File: src/rtl/chan_mux_pkg.sv
// rtl/chan_mux_pkg.sv - shared encodings and pointer helper for chan_mux_rr
package chan_mux_pkg;

   localparam logic MODE_MANUAL = 1'b0;
   localparam logic MODE_SCAN   = 1'b1;

   // Round-robin pointer moves one past the winner, wrapping at the last channel.
   function automatic int unsigned next_ptr(input int unsigned g, input int unsigned n_ch);
      return (g == n_ch - 1) ? 32'd0 : g + 32'd1;
   endfunction

endpackage

File: src/rtl/rr_pick.sv
// rtl/rr_pick.sv - combinational cyclic priority search starting at ptr
module rr_pick #(
   parameter int N_CH = 4,
   localparam int SW = $clog2(N_CH)
) (
   input  logic [N_CH-1:0] req,
   input  logic [SW-1:0]   ptr,
   output logic            gnt_vld,
   output logic [SW-1:0]   gnt_idx
);

   logic [SW-1:0] idx;

   // Walk from the far end so the request nearest ptr is assigned last and wins.
   always_comb begin
      gnt_vld = 1'b0;
      gnt_idx = '0;
      idx     = '0;
      for (int k = N_CH - 1; k >= 0; k--) begin
         idx = SW'((int'(ptr) + k) % N_CH);
         if (req[idx]) begin
            gnt_vld = 1'b1;
            gnt_idx = idx;
         end
      end
   end

endmodule

File: src/rtl/chan_mux_rr.sv
// rtl/chan_mux_rr.sv - N-channel registered mux with manual or round-robin grant
module chan_mux_rr
   import chan_mux_pkg::*;
#(
   parameter int N_CH = 4,
   parameter int W    = 8,
   localparam int SW  = $clog2(N_CH)
) (
   input  logic                clk,
   input  logic                rst_n,
   input  logic [N_CH*W-1:0]   in_data,
   input  logic [N_CH-1:0]     in_valid,
   output logic [N_CH-1:0]     in_ready,
   input  logic                mode,
   input  logic [SW-1:0]       sel,
   output logic [W-1:0]        out_data,
   output logic [SW-1:0]       out_ch,
   output logic                out_valid,
   input  logic                out_ready
);

   logic [W-1:0]  out_data_q, out_data_d;
   logic [SW-1:0] out_ch_q, out_ch_d;
   logic          out_valid_q, out_valid_d;
   logic [SW-1:0] ptr_q, ptr_d;

   logic          load_en;
   logic          scan_vld;
   logic [SW-1:0] scan_idx;
   logic          man_vld;
   logic          gnt_vld;
   logic [SW-1:0] gnt_idx;
   logic          xfer;
   logic [W-1:0]  win_data;

   rr_pick #(.N_CH(N_CH)) u_pick (
      .req     (in_valid),
      .ptr     (ptr_q),
      .gnt_vld (scan_vld),
      .gnt_idx (scan_idx)
   );

   always_comb begin
      load_en = !out_valid_q || out_ready;

      // An out-of-range sel matches no channel, so it can never grant.
      man_vld = 1'b0;
      for (int i = 0; i < N_CH; i++) begin
         if (sel == SW'(i) && in_valid[i]) man_vld = 1'b1;
      end

      if (mode == MODE_SCAN) begin
         gnt_vld = scan_vld;
         gnt_idx = scan_idx;
      end else begin
         gnt_vld = man_vld;
         gnt_idx = sel;
      end

      xfer     = rst_n && load_en && gnt_vld;
      in_ready = '0;
      win_data = '0;
      for (int i = 0; i < N_CH; i++) begin
         if (gnt_idx == SW'(i)) begin
            win_data    = in_data[i*W +: W];
            in_ready[i] = xfer;
         end
      end

      out_data_d  = out_data_q;
      out_ch_d    = out_ch_q;
      out_valid_d = out_valid_q;
      ptr_d       = ptr_q;
      if (xfer) begin
         out_data_d  = win_data;
         out_ch_d    = gnt_idx;
         out_valid_d = 1'b1;
         if (mode == MODE_SCAN) ptr_d = SW'(next_ptr(32'(gnt_idx), N_CH));
      end else if (out_valid_q && out_ready) begin
         out_valid_d = 1'b0;
      end
   end

   always_ff @(posedge clk) begin
      if (!rst_n) begin
         out_data_q  <= '0;
         out_ch_q    <= '0;
         out_valid_q <= 1'b0;
         ptr_q       <= '0;
      end else begin
         out_data_q  <= out_data_d;
         out_ch_q    <= out_ch_d;
         out_valid_q <= out_valid_d;
         ptr_q       <= ptr_d;
      end
   end

   assign out_data  = out_data_q;
   assign out_ch    = out_ch_q;
   assign out_valid = out_valid_q;

endmodule

File: config.mk
export PLATFORM = sky130hd
export DESIGN_NAME = chan_mux_rr
export DESIGN_NICKNAME = d
export VERILOG_FILES = /design/src/rtl/chan_mux_pkg.sv /design/src/rtl/rr_pick.sv /design/src/rtl/chan_mux_rr.sv
export SDC_FILE = /design/constraint.sdc
export NUM_CORES = 1
export LEC_CHECK = 0
export BUFFER_PORTS_ARGS = -buffer_cell sky130_fd_sc_hd__buf_2
export CORE_ASPECT_RATIO = 0.75
export CORE_UTILIZATION = 48
export DETAILED_ROUTE_END_ITERATION = 12
export GPL_TIMING_DRIVEN = 0
export PLACE_DENSITY = 0.84
export SLEW_MARGIN = 20
export SYNTH_ARGS = -nofsm -noshare
export SYNTH_HDL_FRONTEND = slang
export SYNTH_SLANG_ARGS = --single-unit
File: constraint.sdc
create_clock -name clk -period 7.8 [get_ports clk]
set_clock_uncertainty 0.2 [all_clocks]
set_input_delay 0.39 -clock clk [delete_from_list [all_inputs] [get_ports clk]]
set_output_delay 0.39 -clock clk [all_outputs]
set_load 0.1 [all_outputs]
==> insert_results.sql, run 1 <==
INSERT INTO impl_metrics (metric_group, metric, value, unit) VALUES
('clock_network', 'ctsRootBufferMaster', 'sky130_fd_sc_hd__clkbuf_4', ''),
('clock_network', 'tritoncts', 'done', ''),
('global_route', 'grt_pass1_vias', '1096', ''),
('yosys', 'mappedNetlistNets', '175', ''),
('clock_network', 'clock_insertion_delay_worst_skew', '0.27', 'ns'),
('die', 'pin_count', '57', ''),
('clock_network', 'buffers_inserted_during_post_cts_setup_optimization', '0', ''),
('global_route', 'grt.overflow.total', '0', ''),
('die', 'die_width', '56.8', 'um'),
('finish', 'final_cell_count_no_fill', '212', ''),
('placed_design', 'place.gp.congestion', '0.872', ''),
('timing', 'slew_viol_final', '0', ''),
('global_route', 'grt_max_degree', '11', ''),
('yosys', 'post_synth_instance_area', '0.00108', 'sq mm'),
('yosys', 'synthCells', '129', ''),
('run_status', 'failed_checks', 'design-rule violations', ''),
('pwr', 'internal_power', '138', 'uW'),
('yosys', 'synth_top_flop_cell', 'sky130_fd_sc_hd__dfxtp_1', ''),
('critical_path', 'arrival', '3.34', 'ns'),
('clock_network', 'clkSinkCount', '13', ''),
('yosys', 'synth.yosys.seq_area_share', '24.0', '%'),
('global_route', 'antenna_found_initial', '0', ''),
('clock_network', 'ctsLongestPathBuffers', '2', ''),
('route', 'dr.pass1.iters', '8', ''),
('pwr', 'sequentialPowerShare', '28.6', '%'),
('timing', 'setup_viol', '0', ''),
('route', 'detail_route.drc_violations', '4', ''),
('timing', 'slew_headroom', '67.3', '%'),
('job', 'cap_viol_max_count', '0', ''),
('clock_network', 'clock_slew_seen_by_the_registers_of_the_worst_setup_and_hold_paths', '0.08', 'ns'),
('finish', 'leading_cell_type_in_the_layout_fill_and_taps_excluded', 'sky130_fd_sc_hd__buf_2', ''),
('timing', 'tightestPinTransition', '0.494', 'ns'),
('placed_design', 'dpl_cell_area', '0.00139', 'sq mm'),
('yosys', 'count_of_flip_flops_with_a_built_in_enable_after_synthesis', '0', ''),
('critical_path', 'timing.critical_path.slowest_cell_delay', '0.43', 'ns'),
('route', 'detailroute.via_count', '1213', ''),
('clock_network', 'numCtsBuffers', '3', ''),
('run_status', 'run_status', 'finished, violations left', ''),
('finish', 'layout-drive-gt1-share', '34.6', '%'),
('clock_network', 'h-tree-depth', '1', ''),
('pwr', 'power_density', '195', 'mW/mm^2'),
('clock_network', 'cts_hold_buf', '0', ''),
('critical_path', 'crit_buf_inv', '4', ''),
('timing', 'total_negative_slack', '0', 'ns'),
('finish', 'areaGrowthSynthToFinish', '30.6', '%'),
('finish', 'post-route-cell-area', '0.00141', 'sq mm'),
('critical_path', 'path_common_cell', 'sky130_fd_sc_hd__clkbuf_1', ''),
('finish', 'insertedDiodeCount', '0', ''),
('timing', 'final_hold_viol_count', '0', ''),
('pwr', 'power.switching_fraction', '49.8', '%'),
('placed_design', 'port_buffers', '55', ''),
('yosys', 'synth_cell_types', '37', ''),
('clock_network', 'cts-resized-gates', '0', ''),
('critical_path', 'worst_path_max_delay_cell', 'sky130_fd_sc_hd__a211oi_1', ''),
('finish', 'final_cell_mix', 'sky130_fd_sc_hd__buf_2 (55), sky130_fd_sc_hd__dfxtp_1 (13), sky130_fd_sc_hd__nand2_1 (12)', ''),
('die', 'core-area', '0.00207', 'sq mm'),
('die', 'initial_utilization', '52.4', '%'),
('finish', 'nNetsFinal', '235', ''),
('route', 'route.detailed.wl_per_inst', '14.6', 'um'),
('critical_path', 'path_max_fanout', '10', ''),
('placed_design', 'dp_hpwl', '2480', 'um'),
('yosys', 'synth_area_per_inst', '8.39', 'sq um'),
('timing', 'final.min_clock_period', '3.93', 'ns'),
('placed_design', 'post-place-cells', '208', ''),
('die', 'fp.dieArea', '0.00245', 'sq mm'),
('pwr', 'worst_ir_drop_vdd', '66.9', 'uV'),
('route', 'initial_drc_count', '45', ''),
('critical_path', 'crit_family', 'buffers and inverters', ''),
('route', 'routed_wirelength', '3090', 'um'),
('route', 'drtAntennaViolNets', '0', ''),
('critical_path', 'cp_data_required_time', '7.21', 'ns');
==> flip-flops by register name, summed over array words and instances (netlist names) <==
signal / flops
out_ch: 2
ptr_q: 2
out_valid: 1
out_data: 8
==> tightest hold or removal path, delay by kind of cell <==
| kind | cells | cell delay, ns |
|---|---|---|
| AO/OA/AOI/OAI | 1 | 0.07 |
| buffers and inverters | 1 | 0.12 |
| AND/OR/NAND/NOR | 1 | 0.05 |
==> layer usage <==
metal | vias up | GRT usage (%) | part of all wire (%)
li1 | 597 | - | -
met1 | 564 | 33.0 | 45
met2 | 42 | 46.2 | 49
met3 | 10 | 1.52 | 4.3
met4 | 0 | 12.7 | 2.3
met5 | - | 0 | 0
==> area by class of cell <==
class                           instances  area, sq um
Inverter                                6         22.5
Sequential cell                        13          260
Buffer                                 11         67.6
Clock buffer                            4         26.3
Timing Repair Buffer                   55          275
Multi-Input combinational cell         99          732
Tap cell                               24         30.0
Fill cell                             166          653
==> cells in the mapped netlist (all sizes together), types with 3 or more instances <==
library cell / count / share of area [%]
a21oi: 5 / 2.3
nand2: 12 / 4.2
ha: 4 / 4.6
buf: 4 / 3.8
o21a: 10 / 6.9
mux2i: 10 / 10
dfxtp: 13 / 24
inv: 4 / 1.4
a221o: 7 / 6.5
o21ai: 5 / 2.3
nand2b: 3 / 1.7
clkbuf: 7 / 2.4
a22oi: 8 / 5.5
nor2b: 4 / 2.3
nor2: 8 / 2.8
==> cells by family (layout without fill, tap and decap cells) <==
logic type | count (synthesis) | in the layout | synth area share (%)
AOI/OAI and AO/OA | 44 | 44 | 30.6
and+or+nand+nor | 40 | 40 | 19.9
buffers and inverters | 17 | 76 | 8.32
DFF | 13 | 13 | 24.0
muxes | 11 | 11 | 12.5
adders and majority gates | 4 | 4 | 4.62
==> final timing paths <==
| check | startpoint | to | slack [ns] | cells after the start |
|---|---|---|---|---|
| max | ptr_q[1] | in_ready[2] | 3.87 | 10 |
| min | rst_n | ptr_q[0] | 0.19 | 3 |
| max reg2reg | ptr_q[1] | out_data[3] | 4.42 | 11 |
| min reg2reg | out_data[3] | out_data[3] | 0.26 | 2 |
==> power by group through the flow <==
stage	sequential (uW)	combinational (uW)	clock (uW)
finish	78.9	155	41.9
global route	80.5	163	45.5
CTS	79.0	154	42.3
detailed placement	80.6	154	0
global placement	80.3	149	0
floorplan	139	61.2	0
==> stage by stage <==
stage	utilization, %	setup WS, ns	hold WS, ns
detailed placement	67.1	4.26	0.249
global route	68.4	3.57	0.210
CTS	68.4	3.98	0.188
finish	68.4	3.87	0.195
global placement	67.1	4.33	0.243
floorplan	-	4.02	0.334
Note: power is estimated with default switching activity, not from simulation.
==> run 2: changes to the inputs <==
--- a/config.mk
+++ b/config.mk
@@ -5,12 +5,13 @@
 export SDC_FILE = /design/constraint.sdc
 export NUM_CORES = 1
 export LEC_CHECK = 0
+export ABC_AREA = 1
 export BUFFER_PORTS_ARGS = -buffer_cell sky130_fd_sc_hd__buf_2
 export CORE_ASPECT_RATIO = 0.75
-export CORE_UTILIZATION = 48
+export CORE_UTILIZATION = 44
 export DETAILED_ROUTE_END_ITERATION = 12
 export GPL_TIMING_DRIVEN = 0
-export PLACE_DENSITY = 0.84
+export PLACE_DENSITY = 0.79
 export SLEW_MARGIN = 20
 export SYNTH_ARGS = -nofsm -noshare
 export SYNTH_HDL_FRONTEND = slang
==> constraint.sdc (replaced) <==
create_clock -name clk -period 3.8 [get_ports clk]
set_clock_uncertainty 0.2 [all_clocks]
set_input_delay 0.19 -clock clk [delete_from_list [all_inputs] [get_ports clk]]
set_output_delay 0.19 -clock clk [all_outputs]
set_load 0.1 [all_outputs]
==> run 2 against run 1 <==
Effect of this change:
- the run now ends clean
- sequential share of layout area fell by 0.37 points
- cell count grew 33%
- flip-flop and latch count unchanged
- combinational power increased by 91%
- critical path depth increased by 7
- utilization is 5.9 points lower
- non-clock buffer count down 2
- die area grew 7.9%
==> insert_results.sql, run 2 <==
INSERT INTO impl_metrics (metric_group, metric, value, unit) VALUES
('pwr', 'power.clock.fraction', '15.1', '%'),
('finish', 'final_cell_mix', 'sky130_fd_sc_hd__nand2_1 (74), sky130_fd_sc_hd__buf_2 (57), sky130_fd_sc_hd__inv_1 (20)', ''),
('global_route', 'grt_pass1_vias', '946', ''),
('global_route', 'grt.overflow.total', '0', ''),
('route', 'detailroute.via_count', '1269', ''),
('yosys', 'yosysTopAreaCell', 'sky130_fd_sc_hd__nand2_1', ''),
('timing', 'slew_viol_final', '0', ''),
('clock_network', 'tritoncts', 'done', ''),
('global_route', 'grt_pass1_wl', '4140', 'um'),
('route', 'met2_length', '995', 'um'),
('finish', 'leading_cell_type_in_the_layout_fill_and_taps_excluded', 'sky130_fd_sc_hd__nand2_1', ''),
('yosys', 'post_synth_most_frequent_cells', 'sky130_fd_sc_hd__nand2_1 (74), sky130_fd_sc_hd__inv_1 (20), sky130_fd_sc_hd__o21ai_0 (19)', ''),
('clock_network', 'buffers_inserted_during_post_cts_setup_optimization', '0', ''),
('critical_path', 'path_common_cell', 'sky130_fd_sc_hd__nand2_1', ''),
('global_route', 'antenna_found_initial', '0', ''),
('die', 'placementRows', '15', ''),
('clock_network', 'numCtsBuffers', '3', ''),
('die', 'fp.dieArea', '0.00264', 'sq mm'),
('min_path', 'hold_path_class', 'input pin to register', ''),
('die', 'die_width', '59.0', 'um'),
('placed_design', 'port_buffers', '56', ''),
('finish', 'nNetsFinal', '296', ''),
('finish', 'areaGrowthSynthToFinish', '34.4', '%'),
('yosys', 'synthCells', '187', ''),
('critical_path', 'worst_path_max_delay_cell', 'sky130_fd_sc_hd__buf_2', ''),
('route', 'routed_wirelength', '2660', 'um'),
('clock_network', 'ctsRootBufferMaster', 'sky130_fd_sc_hd__clkbuf_4', ''),
('job', 'cap_viol_max_count', '0', ''),
('yosys', 'synth_area_per_inst', '5.74', 'sq um'),
('yosys', 'count_of_flip_flops_with_a_built_in_enable_after_synthesis', '0', ''),
('route', 'route.detailed.wl_per_inst', '9.38', 'um'),
('route', 'drtAntennaViolNets', '0', ''),
('clock_network', 'cts-resized-gates', '0', ''),
('timing', 'min_period_over_period', '89.2', '%'),
('placed_design', 'post-place-cells', '277', ''),
('pwr', 'internal_power', '270', 'uW'),
('die', 'pin_count', '57', ''),
('critical_path', 'cp_cell_sequence', 'buf_6 -> inv_1 -> nand2_1 -> nand3_1 -> nand2_1 -> nand3_1 -> nand2_1 -> nand2_1 -> nand3_1 -> nand2_1 -> inv_1 -> ha_1 -> clkbuf_1 -> clkbuf_1 -> inv_1 -> nor2_1 -> buf_2', ''),
('pwr', 'total_leakage_power', '0.000787', 'uW'),
('die', 'dieHeight', '44.8', 'um'),
('yosys', 'synth_top_flop_cell', 'sky130_fd_sc_hd__dfxtp_1', ''),
('timing', 'grt_setup_unrepaired', 'false', ''),
('timing', 'slew_headroom', '67.4', '%'),
('finish', 'largest_register_ff_count', '8', ''),
('critical_path', 'cp-start-kind', 'register', ''),
('clock_network', 'clock_slew_seen_by_the_registers_of_the_worst_setup_and_hold_paths', '0.07', 'ns'),
('clock_network', 'clkSinkCount', '13', ''),
('placed_design', 'dpl_cell_area', '0.00140', 'sq mm'),
('clock_network', 'h-tree-depth', '1', ''),
('route', 'detail_route.drc_violations', '0', ''),
('timing', 'final.min_clock_period', '3.39', 'ns'),
('global_route', 'grt_max_degree', '11', ''),
('critical_path', 'arrival', '3.00', 'ns'),
('pwr', 'sequentialPowerShare', '29.6', '%'),
('finish', 'post-route-util', '62.5', '%'),
('finish', 'post-route-cell-area', '0.00144', 'sq mm'),
('yosys', 'synth-seq-cells', '13', ''),
('yosys', 'post_synthesis_mux_area_share', '0', '%'),
('timing', 'total_negative_slack', '0', 'ns'),
('finish', 'insertedDiodeCount', '0', ''),
('run_status', 'run_status', 'finished, final reports clean', ''),
('route', 'maxUsedRoutingLayer', 'met4', ''),
('yosys', 'synth_compound_gate_area_share', '19.8', '%'),
('critical_path', 'critical_path_class', 'register to output port', ''),
('timing', 'final.hold.worst_slack', '0.0946', 'ns'),
('finish', 'final_cell_count_no_fill', '283', ''),
('yosys', 'netlist_top_cells_area', 'sky130_fd_sc_hd__nand2_1 (26%), sky130_fd_sc_hd__dfxtp_1 (24%), sky130_fd_sc_hd__o21ai_0 (8.9%)', ''),
('clock_network', 'clock_insertion_delay_worst_skew', '0.26', 'ns'),
('timing', 'achievable-frequency', '295', 'MHz'),
('critical_path', 'end_kind', 'output port', ''),
('finish', 'fillerInstances', '236', ''),
('yosys', 'synth.yosys.seq_area_share', '24.2', '%'),
('critical_path', 'timing.critical_path.slowest_cell_delay', '0.42', 'ns'),
('placed_design', 'dp_hpwl', '2160', 'um'),
('pwr', 'comb_power_share', '55.3', '%'),
('critical_path', 'cp_data_required_time', '3.41', 'ns'),
('yosys', 'synth_adder_area_share', '4.66', '%'),
('yosys', 'synthMostInstantiatedCell', 'sky130_fd_sc_hd__nand2_1', ''),
('timing', 'tightestPinTransition', '0.493', 'ns'),
('yosys', 'yosys_warnings', '0', ''),
('pwr', 'power.switching_fraction', '49.5', '%'),
('yosys', 'synth-simple-area-share', '38.8', '%'),
('yosys', 'synth_cell_types', '24', ''),
('pwr', 'p_sw', '265', 'uW'),
('route', 'initial_drc_count', '89', ''),
('global_route', 'global_route.usage.total', '20.8', '%'),
('pwr', 'worst_ir_drop_vdd', '348', 'uV'),
('yosys', 'synth_top_area_share', '25.9', '%'),
('yosys', 'post_synth_instance_area', '0.00107', 'sq mm'),
('timing', 'setup_viol', '0', ''),
('critical_path', 'path_max_fanout', '10', ''),
('route', 'm1WireLength', '1520', 'um'),
('route', 'viasPerCell', '4.48', ''),
('finish', 'layout-drive-gt1-share', '26.9', '%'),
('route', 'dr.pass1.iters', '4', ''),
('yosys', 'mappedNetlistNets', '233', ''),
('placed_design', 'place.gp.congestion', '0.861', ''),
('die', 'initial_utilization', '46.5', '%'),
('die', 'core-area', '0.00231', 'sq mm'),
('yosys', 'largest_family_of_logic_cells_by_synthesized_area', 'simple AND/OR/NAND/NOR gates', ''),
('yosys', 'async_flop_share', '0', '%'),
('timing', 'final_hold_viol_count', '0', ''),
('pwr', 'power_density', '371', 'mW/mm^2'),
('clock_network', 'ctsLongestPathBuffers', '2', ''),
('route', 'wl_met3', '112', 'um'),
('yosys', 'synth_xor_xnor_area_share', '0.816', '%');
[run 2: cell type report]
class                           instances  area [sq um]  area share (%)
Sequential cell                        13           260            18.0
Tap cell                               34          42.5            2.95
Clock buffer                            4          26.3            1.82
Buffer                                  6          42.5            2.95
Timing Repair Buffer                   58           300            20.8
Multi-Input combinational cell        146           688            47.7
Inverter                               22          82.6            5.72
[run 2: power groups by stage]
stage               Combinational (uW)  Clock [uW]  Sequential (uW)
floorplan                          143           0              248
global placement                   292           0              161
detailed placement                 292           0              161
CTS                                295        82.4              158
global route                       324        89.1              160
finish                             296        80.9              158
[run 2: path summary, 6_finish.rpt]
path,to,slack [ns],from,depth (start not counted)
max,in_ready[3],0.41,ptr_q[0],17
min,out_data[0],0.09,in_data[24],5
max reg2reg,out_data[4],0.66,ptr_q[0],19
min reg2reg,out_data[0],0.27,out_data[0],2
[run 2: cells by family after synthesis]
kind of cell / after synthesis
adders and majority gates: 4
DFF: 13
and+or+nand+nor: 100
AOI/OAI and AO/OA: 41
buffers and inverters: 28
xor gates and xnor gates: 1
[run 2: worst max-delay path: cells and delay by family (launching register included)]
family	cells	cell delay (ns)
simple gates	9	0.77
buf+inv	7	1.40
flops	1	0.40
fa+ha+maj	1	0.14
[run 2: per-layer routing]
| metal | vias to the layer above | GRT usage (%) |
|---|---|---|
| met3 | 2 | 2.58 |
| met4 | 0 | 8.57 |
| li1 | 723 | - |
| met5 | - | 0 |
| met1 | 510 | 32.2 |
| met2 | 34 | 28.6 |
[run 2: stage by stage]
stage	worst slack, ns	power, uW
2_1_floorplan	0.278	391
3_3_place_gp	0.707	453
3_5_place_dp	0.691	454
4_1_cts	0.423	536
5_1_grt	0.112	573
6_report	0.410	535
[run 2: repair_timing]
action / 4_1_cts / 5_1_grt
endpoints found under the hold margin: 2 / 0
hold buffers: 2 / 0
setup endpoints to repair: 0 / 0
